==> config.mk <==
export PLATFORM = sky130hd
export DESIGN_NAME = instr_mem_sync_flat
export DESIGN_NICKNAME = d
export VERILOG_FILES = /design/src/rtl/instr_mem_sync_if.sv /design/src/rtl/instr_mem_sync.sv /design/src/flat_wrapper.sv
export SDC_FILE = /design/constraint.sdc
export NUM_CORES = 2
export LEC_CHECK = 0
export BUFFER_PORTS_ARGS = -buffer_cell sky130_fd_sc_hd__buf_2
export CORE_ASPECT_RATIO = 1.75
export CORE_MARGIN = 2
export CORE_UTILIZATION = 35
export DETAILED_ROUTE_END_ITERATION = 12
export PLACE_DENSITY_LB_ADDON = 0.3
export SLEW_MARGIN = 20
export SYNTH_ARGS = -nofsm -noshare
export SYNTH_HDL_FRONTEND = slang
export SYNTH_SLANG_ARGS = --single-unit
==> constraint.sdc <==
create_clock -name clk -period 2.91 [get_ports clk]
set_clock_uncertainty 0.05 [all_clocks]
set_input_delay 0.291 -clock clk [delete_from_list [all_inputs] [get_ports clk]]
set_output_delay 0.291 -clock clk [all_outputs]
set_load 0.02 [all_outputs]
==> src/rtl/instr_mem_sync_if.sv <==
// Fetch/load bus between the PC/loader side (master) and the instruction memory (slave).
interface instr_mem_sync_if #(
    parameter int unsigned DATA_W = 32,
    parameter int unsigned DEPTH  = 64,
    parameter int unsigned ADDR_W = 32
);
    localparam int unsigned IDX_W = $clog2(DEPTH);

    logic              fetch_req;
    logic [ADDR_W-1:0] pc;
    logic              stall;
    logic [DATA_W-1:0] instr;
    logic              instr_valid;
    logic              fetch_err;
    logic              load_en;
    logic [IDX_W-1:0]  load_addr;
    logic [DATA_W-1:0] load_data;
    logic              load_last;
    logic              busy;

    modport master (
        output fetch_req, pc, stall, load_en, load_addr, load_data, load_last,
        input  instr, instr_valid, fetch_err, busy
    );

    modport slave (
        input  fetch_req, pc, stall, load_en, load_addr, load_data, load_last,
        output instr, instr_valid, fetch_err, busy
    );
endinterface

==> src/rtl/instr_mem_sync.sv <==
// Registered-read instruction memory for the fetch stage with program-load port and fault flags.
// Optional per-word even parity when INSTR_MEM_PARITY_EN is defined.
module instr_mem_sync #(
    parameter int unsigned       DATA_W   = 32,
    parameter int unsigned       DEPTH    = 64,
    parameter int unsigned       ADDR_W   = 32,
    parameter int unsigned       ADDR_LSB = 2,
    parameter logic [DATA_W-1:0] NOP_WORD = '0
) (
    input  logic              clk,
    input  logic              rst,
    instr_mem_sync_if.slave   bus
);
    localparam int unsigned IDX_W    = $clog2(DEPTH);
    localparam int unsigned LA_EXT_W = IDX_W + 1;
`ifdef INSTR_MEM_PARITY_EN
    localparam int unsigned MEM_W = DATA_W + 1;
`else
    localparam int unsigned MEM_W = DATA_W;
`endif
    localparam logic [ADDR_W-1:0] ALIGN_MASK = ADDR_W'((64'd1 << ADDR_LSB) - 64'd1);

    typedef enum logic {RUN, LOAD} state_e;

    state_e            state_q, state_d;
    logic [DATA_W-1:0] instr_q, instr_d;
    logic              valid_q, valid_d;
    logic              err_q, err_d;
    logic              busy_q, busy_d;

    logic [MEM_W-1:0]  mem [DEPTH];

    logic [ADDR_W-1:0] pc_idx;
    logic              misaligned;
    logic              out_of_range;
    logic [MEM_W-1:0]  rd_word;
    logic              parity_bad;
    logic              fetch_ok;
    logic              wr_en;
    logic [MEM_W-1:0]  wr_word;

    // Index is kept at full PC width so large PCs fault instead of aliasing.
    assign pc_idx       = bus.pc >> ADDR_LSB;
    assign misaligned   = (bus.pc & ALIGN_MASK) != '0;
    assign out_of_range = pc_idx >= ADDR_W'(DEPTH);
    assign rd_word      = mem[pc_idx[IDX_W-1:0]];
    assign fetch_ok     = (state_q == RUN) && !bus.load_en && bus.fetch_req;
    assign wr_en        = !rst && bus.load_en && ({1'b0, bus.load_addr} < LA_EXT_W'(DEPTH));

`ifdef INSTR_MEM_PARITY_EN
    assign wr_word    = {^bus.load_data, bus.load_data};
    assign parity_bad = ^rd_word;
`else
    assign wr_word    = bus.load_data;
    assign parity_bad = 1'b0;
`endif

    always_ff @(posedge clk) begin : state_reg
        if (rst) begin
            state_q <= RUN;
            instr_q <= NOP_WORD;
            valid_q <= 1'b0;
            err_q   <= 1'b0;
            busy_q  <= 1'b0;
        end else begin
            state_q <= state_d;
            instr_q <= instr_d;
            valid_q <= valid_d;
            err_q   <= err_d;
            busy_q  <= busy_d;
        end
    end

    always_comb begin : next_state
        state_d = state_q;
        unique case (state_q)
            RUN:     if (bus.load_en && !bus.load_last) state_d = LOAD;
            LOAD:    if (bus.load_en &&  bus.load_last) state_d = RUN;
            default: state_d = RUN;
        endcase
    end

    // Stall freezes the result registers; otherwise they track this cycle's accepted fetch.
    always_comb begin : output_next
        instr_d = instr_q;
        valid_d = valid_q;
        err_d   = err_q;
        busy_d  = (state_d == LOAD);
        if (!bus.stall) begin
            valid_d = fetch_ok;
            instr_d = NOP_WORD;
            err_d   = 1'b0;
            if (fetch_ok) begin
                if (misaligned || out_of_range || parity_bad) begin
                    err_d = 1'b1;
                end else begin
                    instr_d = rd_word[DATA_W-1:0];
                end
            end
        end
    end

    always_ff @(posedge clk) begin : mem_write
        if (wr_en) begin
            mem[bus.load_addr] <= wr_word;
        end
    end

    assign bus.instr       = instr_q;
    assign bus.instr_valid = valid_q;
    assign bus.fetch_err   = err_q;
    assign bus.busy        = busy_q;
endmodule

==> src/flat_wrapper.sv <==
// flat-port wrapper written by rule: the top's interface ports become plain ports
module instr_mem_sync_flat 
#(
    parameter int unsigned       DATA_W   = 32,
    parameter int unsigned       DEPTH    = 64,
    parameter int unsigned       ADDR_W   = 32,
    parameter int unsigned       ADDR_LSB = 2,
    parameter logic [DATA_W-1:0] NOP_WORD = '0
)
  (clk, rst, bus_fetch_req, bus_pc, bus_stall, bus_load_en, bus_load_addr, bus_load_data, bus_load_last, bus_instr, bus_instr_valid, bus_fetch_err, bus_busy);
  instr_mem_sync_if #(.DATA_W(DATA_W), .DEPTH(DEPTH), .ADDR_W(ADDR_W)) bus_i ();
  input  logic clk;
  input  logic rst;
  input wire logic [$bits(bus_i.fetch_req)-1:0] bus_fetch_req;
  input wire logic [$bits(bus_i.pc)-1:0] bus_pc;
  input wire logic [$bits(bus_i.stall)-1:0] bus_stall;
  input wire logic [$bits(bus_i.load_en)-1:0] bus_load_en;
  input wire logic [$bits(bus_i.load_addr)-1:0] bus_load_addr;
  input wire logic [$bits(bus_i.load_data)-1:0] bus_load_data;
  input wire logic [$bits(bus_i.load_last)-1:0] bus_load_last;
  output wire logic [$bits(bus_i.instr)-1:0] bus_instr;
  output wire logic [$bits(bus_i.instr_valid)-1:0] bus_instr_valid;
  output wire logic [$bits(bus_i.fetch_err)-1:0] bus_fetch_err;
  output wire logic [$bits(bus_i.busy)-1:0] bus_busy;
  assign bus_i.fetch_req = bus_fetch_req;
  assign bus_i.pc = bus_pc;
  assign bus_i.stall = bus_stall;
  assign bus_i.load_en = bus_load_en;
  assign bus_i.load_addr = bus_load_addr;
  assign bus_i.load_data = bus_load_data;
  assign bus_i.load_last = bus_load_last;
  assign bus_instr = bus_i.instr;
  assign bus_instr_valid = bus_i.instr_valid;
  assign bus_fetch_err = bus_i.fetch_err;
  assign bus_busy = bus_i.busy;
  instr_mem_sync #(.DATA_W(DATA_W), .DEPTH(DEPTH), .ADDR_W(ADDR_W), .ADDR_LSB(ADDR_LSB), .NOP_WORD(NOP_WORD)) u_core (.clk(clk), .rst(rst), .bus(bus_i));
endmodule
* Yosys cells after proc, flatten, opt, wreduce, memory -nomap -nowiden
Memory sizes are Yosys's and may differ from the RTL's.
Index checks and enable logic that the tools add are counted.
** Operators by class
- $mul :: 0
- Shifts and indexed selects :: 0
- Reductions and logical operators :: 10
- Order comparisons :: 1
- Bitwise gates (word level) :: 1
- Add/subtract/negate cells :: 0
- Div/mod/pow operators :: 0
- Equality and inequality tests :: 0
- Multiplexer cells :: 9
** Operators with widths (count)
- 2-to-1 mux 32 bit :: 2
- nonzero test 32 bit :: 1
- >= comparator 30 x 7 -> 1 bit (second input constant) :: 1
- 2-to-1 mux 1 bit :: 6
- logical AND 1 bit :: 5
- zero test 1 bit :: 3
- one-hot mux 1 bit (2 select lines) :: 1
- logical OR 1 bit :: 1
- NOT 1 bit :: 1
** Word-level totals
- Latch bits :: 0
- RAM bits :: 2048
- Input port bits :: 76
- Memories :: 1
- Register bits :: 35
- Output and inout port bits :: 35
- ROM bits :: 0
** Memories
- u_core.mem :: words 64, width 32, read ports 1, clocked after memory_dff 0, wr ports 1, line instr_mem_sync.sv:31 : logic [MEM_W-1:0] mem [DEPTH];

* Depth between registers and ports, before layout
- Depth after elaboration :: 4
- Gate-level depth with buffers :: 9
- Gate-level depth less buffers :: 5

* Least setup slack after synthesis
Ideal clock, no wire load.
- Path type :: input -> register
- From :: in bus_load_addr[4]
- To :: mem u_core.mem[16][0] in the netlist's numbering, enable pin
- Path buffers :: 2
- Setup time :: 0.421 ns
- Arrival :: 2.480 ns
- Stages on the path :: 4
- Path slack :: -0.041 ns
- Cells stage by stage :: clkbuf_1 or3b_2 clkbuf_1 nor2_1
** RTL lines
- start: declaration :: line flat_wrapper.sv:18 : input wire logic [$bits(bus_i.load_addr)-1:0] bus_load_addr;
- end: declaration :: line instr_mem_sync.sv:31
No word-level cell before the write port.

* Final worst setup path
- From :: in bus_pc[10]
- To :: reg u_core.instr_q[0], in the netlist u_core.bus.instr[0]
** Between the ends
- Cells in the longest elaborated chain, start to end :: 4
** Ends and longest elaborated chain
- start: declaration :: line flat_wrapper.sv:15 : input wire logic [$bits(bus_i.pc)-1:0] bus_pc;
- >= comparator 30 x 7 -> 1 bit :: line instr_mem_sync.sv:45 : assign out_of_range = pc_idx >= ADDR_W'(DEPTH);
- logical OR 1 bit :: line instr_mem_sync.sv:94 : if (misaligned || out_of_range || parity_bad) begin
- 2-to-1 mux 32 bit :: line instr_mem_sync.sv:94
- 2-to-1 mux 32 bit :: line instr_mem_sync.sv:93 : if (fetch_ok) begin
- end signal: assignment :: line instr_mem_sync.sv:67 : instr_q <= instr_d;
- end: declaration :: line instr_mem_sync.sv:26 : logic [DATA_W-1:0] instr_q, instr_d;
No other way between the ends.
A chain may end at the register's enable or synchronous reset.

==> results_dict.tcl <==
set metrics [dict create \
    status "completed" \
    final_common_cell "edfxtp_1" \
    gp_congestion 0.836 \
    grt_pass1_vias 40392 \
    syn_avg_cell_area_um2 22.2 \
    rr_endpoint "u_core.bus.fetch_err" \
    yosys_warnings 0 \
    worstRegToRegCells 6 \
    num_vias 39241 \
    rrSetupSlack_ps 710 \
    ys.flop_type "edfxtp_1" \
    final.period_utilization 0.867 \
    relSlewSlack 0.282 \
    synth_nets 3694 \
    die-area_um2 234000 \
    cts_buffer_depth 4 \
    ir_drop_uv 372 \
    wirelength_mm 230 \
    grt_use_total 0.193 \
    maxCapViolCount 0 \
    io_pins 111 \
    grt_pass1_wl_mm 319 \
    synth-async-reset-ratio 0 \
    cts-root-buf "clkbuf_16" \
    end_kind "register" \
    drive_gt1_frac 0.306 \
    drc 0 \
    hp-start "bus_load_data[5]" \
    busiest_layer "met2" \
    overflow 0 \
    start_util 0.352 \
    yosysUniqueCellTypes 60 \
    viasPerCell 5.41 \
    wire_per_inst_um 31.7 \
    hold_end "u_core.mem[10][5]" \
    netlist_area_um2 80300 \
    hpwlAfterDp_mm 150 \
    worstSetupPathType "in2reg" \
    worst_pin_slew_ps 1080 \
    dr.first_iter.drc_count 3546 \
    path_clk_slew_ps 70 \
    worstPathArrival_ps 3190 \
    finalCriticalPeriod_ps 2520 \
    cts_max_level 4 \
    ys_ff_latch 2083 \
    fin_cells 7257 \
    synth_edf_count 2048 \
    drtPass1Iterations 5 \
    cp_max_fo 32 \
    p_leak_nw 29.2 \
    netlist_instances 3618 \
    cts_setup_buffers 0 \
    hold_path.class "in2reg" \
    grtUsageMet1 0.221 \
    cts_buffers 177 \
    required_ps 3570 \
    cts-resized-gates 0 \
    dp_cells 6923 \
    dieHeight_um 638 \
    coreArea_um2 228000 \
    powerDensity_nw_per_um2 632 \
    layout_common_cells "edfxtp_1 (2048), mux4_2 (421), buf_4 (264)" \
    nNetsFinal 4157 \
    clock_latency_ps 820 \
    postLayoutCoreUtil 0.408 \
    hold_viol 0 \
    grt_max_degree 65 \
    ys_seq_area_frac 0.774 \
    area_growth_pct 15.8 \
    clock-sinks 2083 \
    finalSetupViolCount 0 \
    grtUsageMet2 0.367 \
    cts_tree "yes" \
    core.rowCount 232 \
    worst_setup_path_start_kind "input port" \
    io_buffers 110 \
    fp.dieW_um 366 \
    maxSlewViolCount 0 \
    min_path_cells 1 \
    antenna_found_initial 14 \
    ant_nets 0 \
    ctsHoldBuffers 21 \
    use_met3 0.0237 \
    rsz0062_at_grt "false" \
    fmax_ghz 0.396 \
]
-- sequential cells by signal, summed over array words and instances (netlist names), named ones only --
signal                  count
u_core.bus.instr_valid      1
u_core.bus.instr           32
u_core.mem               2048
u_core.bus.fetch_err        1
-- stage by stage --
step	hold WS, ps	setup TNS [ps]	power [mW]	cell area [µm²]	worst slack, ps
final	11.4	0	58.8	93100	386
after global routing	18.6	0	60.4	93000	357
after CTS	3.01	0	59.3	93000	499
after detailed placement	402	-77.5	37.0	87600	-64.3
after global placement	400	-256	37.0	87600	-195
after floorplan	340	-10480	35.3	80300	-41.0
-- metal layers --
layer / vias up / routed length, µm
met5: - / 28
met4: 4 / 9290
met3: 325 / 10700
met2: 1262 / 126000
li1: 16238 / -
met1: 21412 / 83600
-- final cells by class --
class,count,area [µm²]
fillers,20148,135000
flip-flops and latches,2083,62200
multi-input cells,1328,17100
clock buffers,232,4770
repair buffers,491,4690
well taps,3042,3810
clock inverters,73,479
diodes,8,20.0
-- power by group --
group / switching [mW] / internal [mW] / total (mW)
Combinational: 2.02 / 1.25 / 3.27
Sequential: 0.0251 / 33.0 / 33.0
Clock: 10.5 / 12.0 / 22.5
-- logic make-up after synthesis --
logic type             after synthesis  share of synthesized area
buffers and inverters              207                     0.0195
muxes                              721                      0.158
DFF                               2083                      0.774
AOI/OAI and AO/OA                  282                     0.0293
and+or+nand+nor                    325                     0.0188
-- cells in the mapped netlist (8+ instances only) --
library cell,number,share of area
nor2b_1,8,0.00062
mux2_2,68,0.0095
a221oi_2,20,0.0037
a22oi_1,66,0.0062
buf_6,49,0.0069
nand4_1,34,0.0026
nand2_1,105,0.0049
clkbuf_1,47,0.0022
mux2i_1,224,0.028
a211o_1,10,0.0011
edfxtp_1,2048,0.77
buf_8,9,0.0017
mux4_2,421,0.12
nor4_1,20,0.0016
o22ai_1,46,0.0036
mux4_1,8,0.0026
buf_4,40,0.0037
buf_2,46,0.0029
nor2_1,116,0.0054
a211oi_1,15,0.0014
a221oi_1,10,0.0011
o22a_1,26,0.0028
a21oi_1,12,0.00075
o221ai_1,20,0.0022
dfxtp_1,35,0.0087
o311a_1,14,0.0017
-- worst max-delay path, cell delays in order --
cell and delay [ps]:
dlygate4sd3_1 530, buf_2 120, nor2_1 90, dlygate4sd3_1 550
nand4_1 120, nor3_2 280, buf_12 270, nand4_1 510
a211oi_1 400
-- how the worst max path moves through the flow --
stage                          start                   to  slack [ps]
finish                    bus_pc[10]  u_core.bus.instr[0]         390
global route              bus_pc[10]  u_core.bus.instr[0]         360
CTS                       bus_pc[10]  u_core.bus.instr[0]         500
detailed placement         bus_pc[3]  u_core.bus.instr[0]         -60
global placement           bus_pc[5]  u_core.bus.instr[0]        -200
floorplan           bus_load_addr[4]    u_core.mem[16][0]         -40
Note: power is estimated with default switching activity, not from simulation.
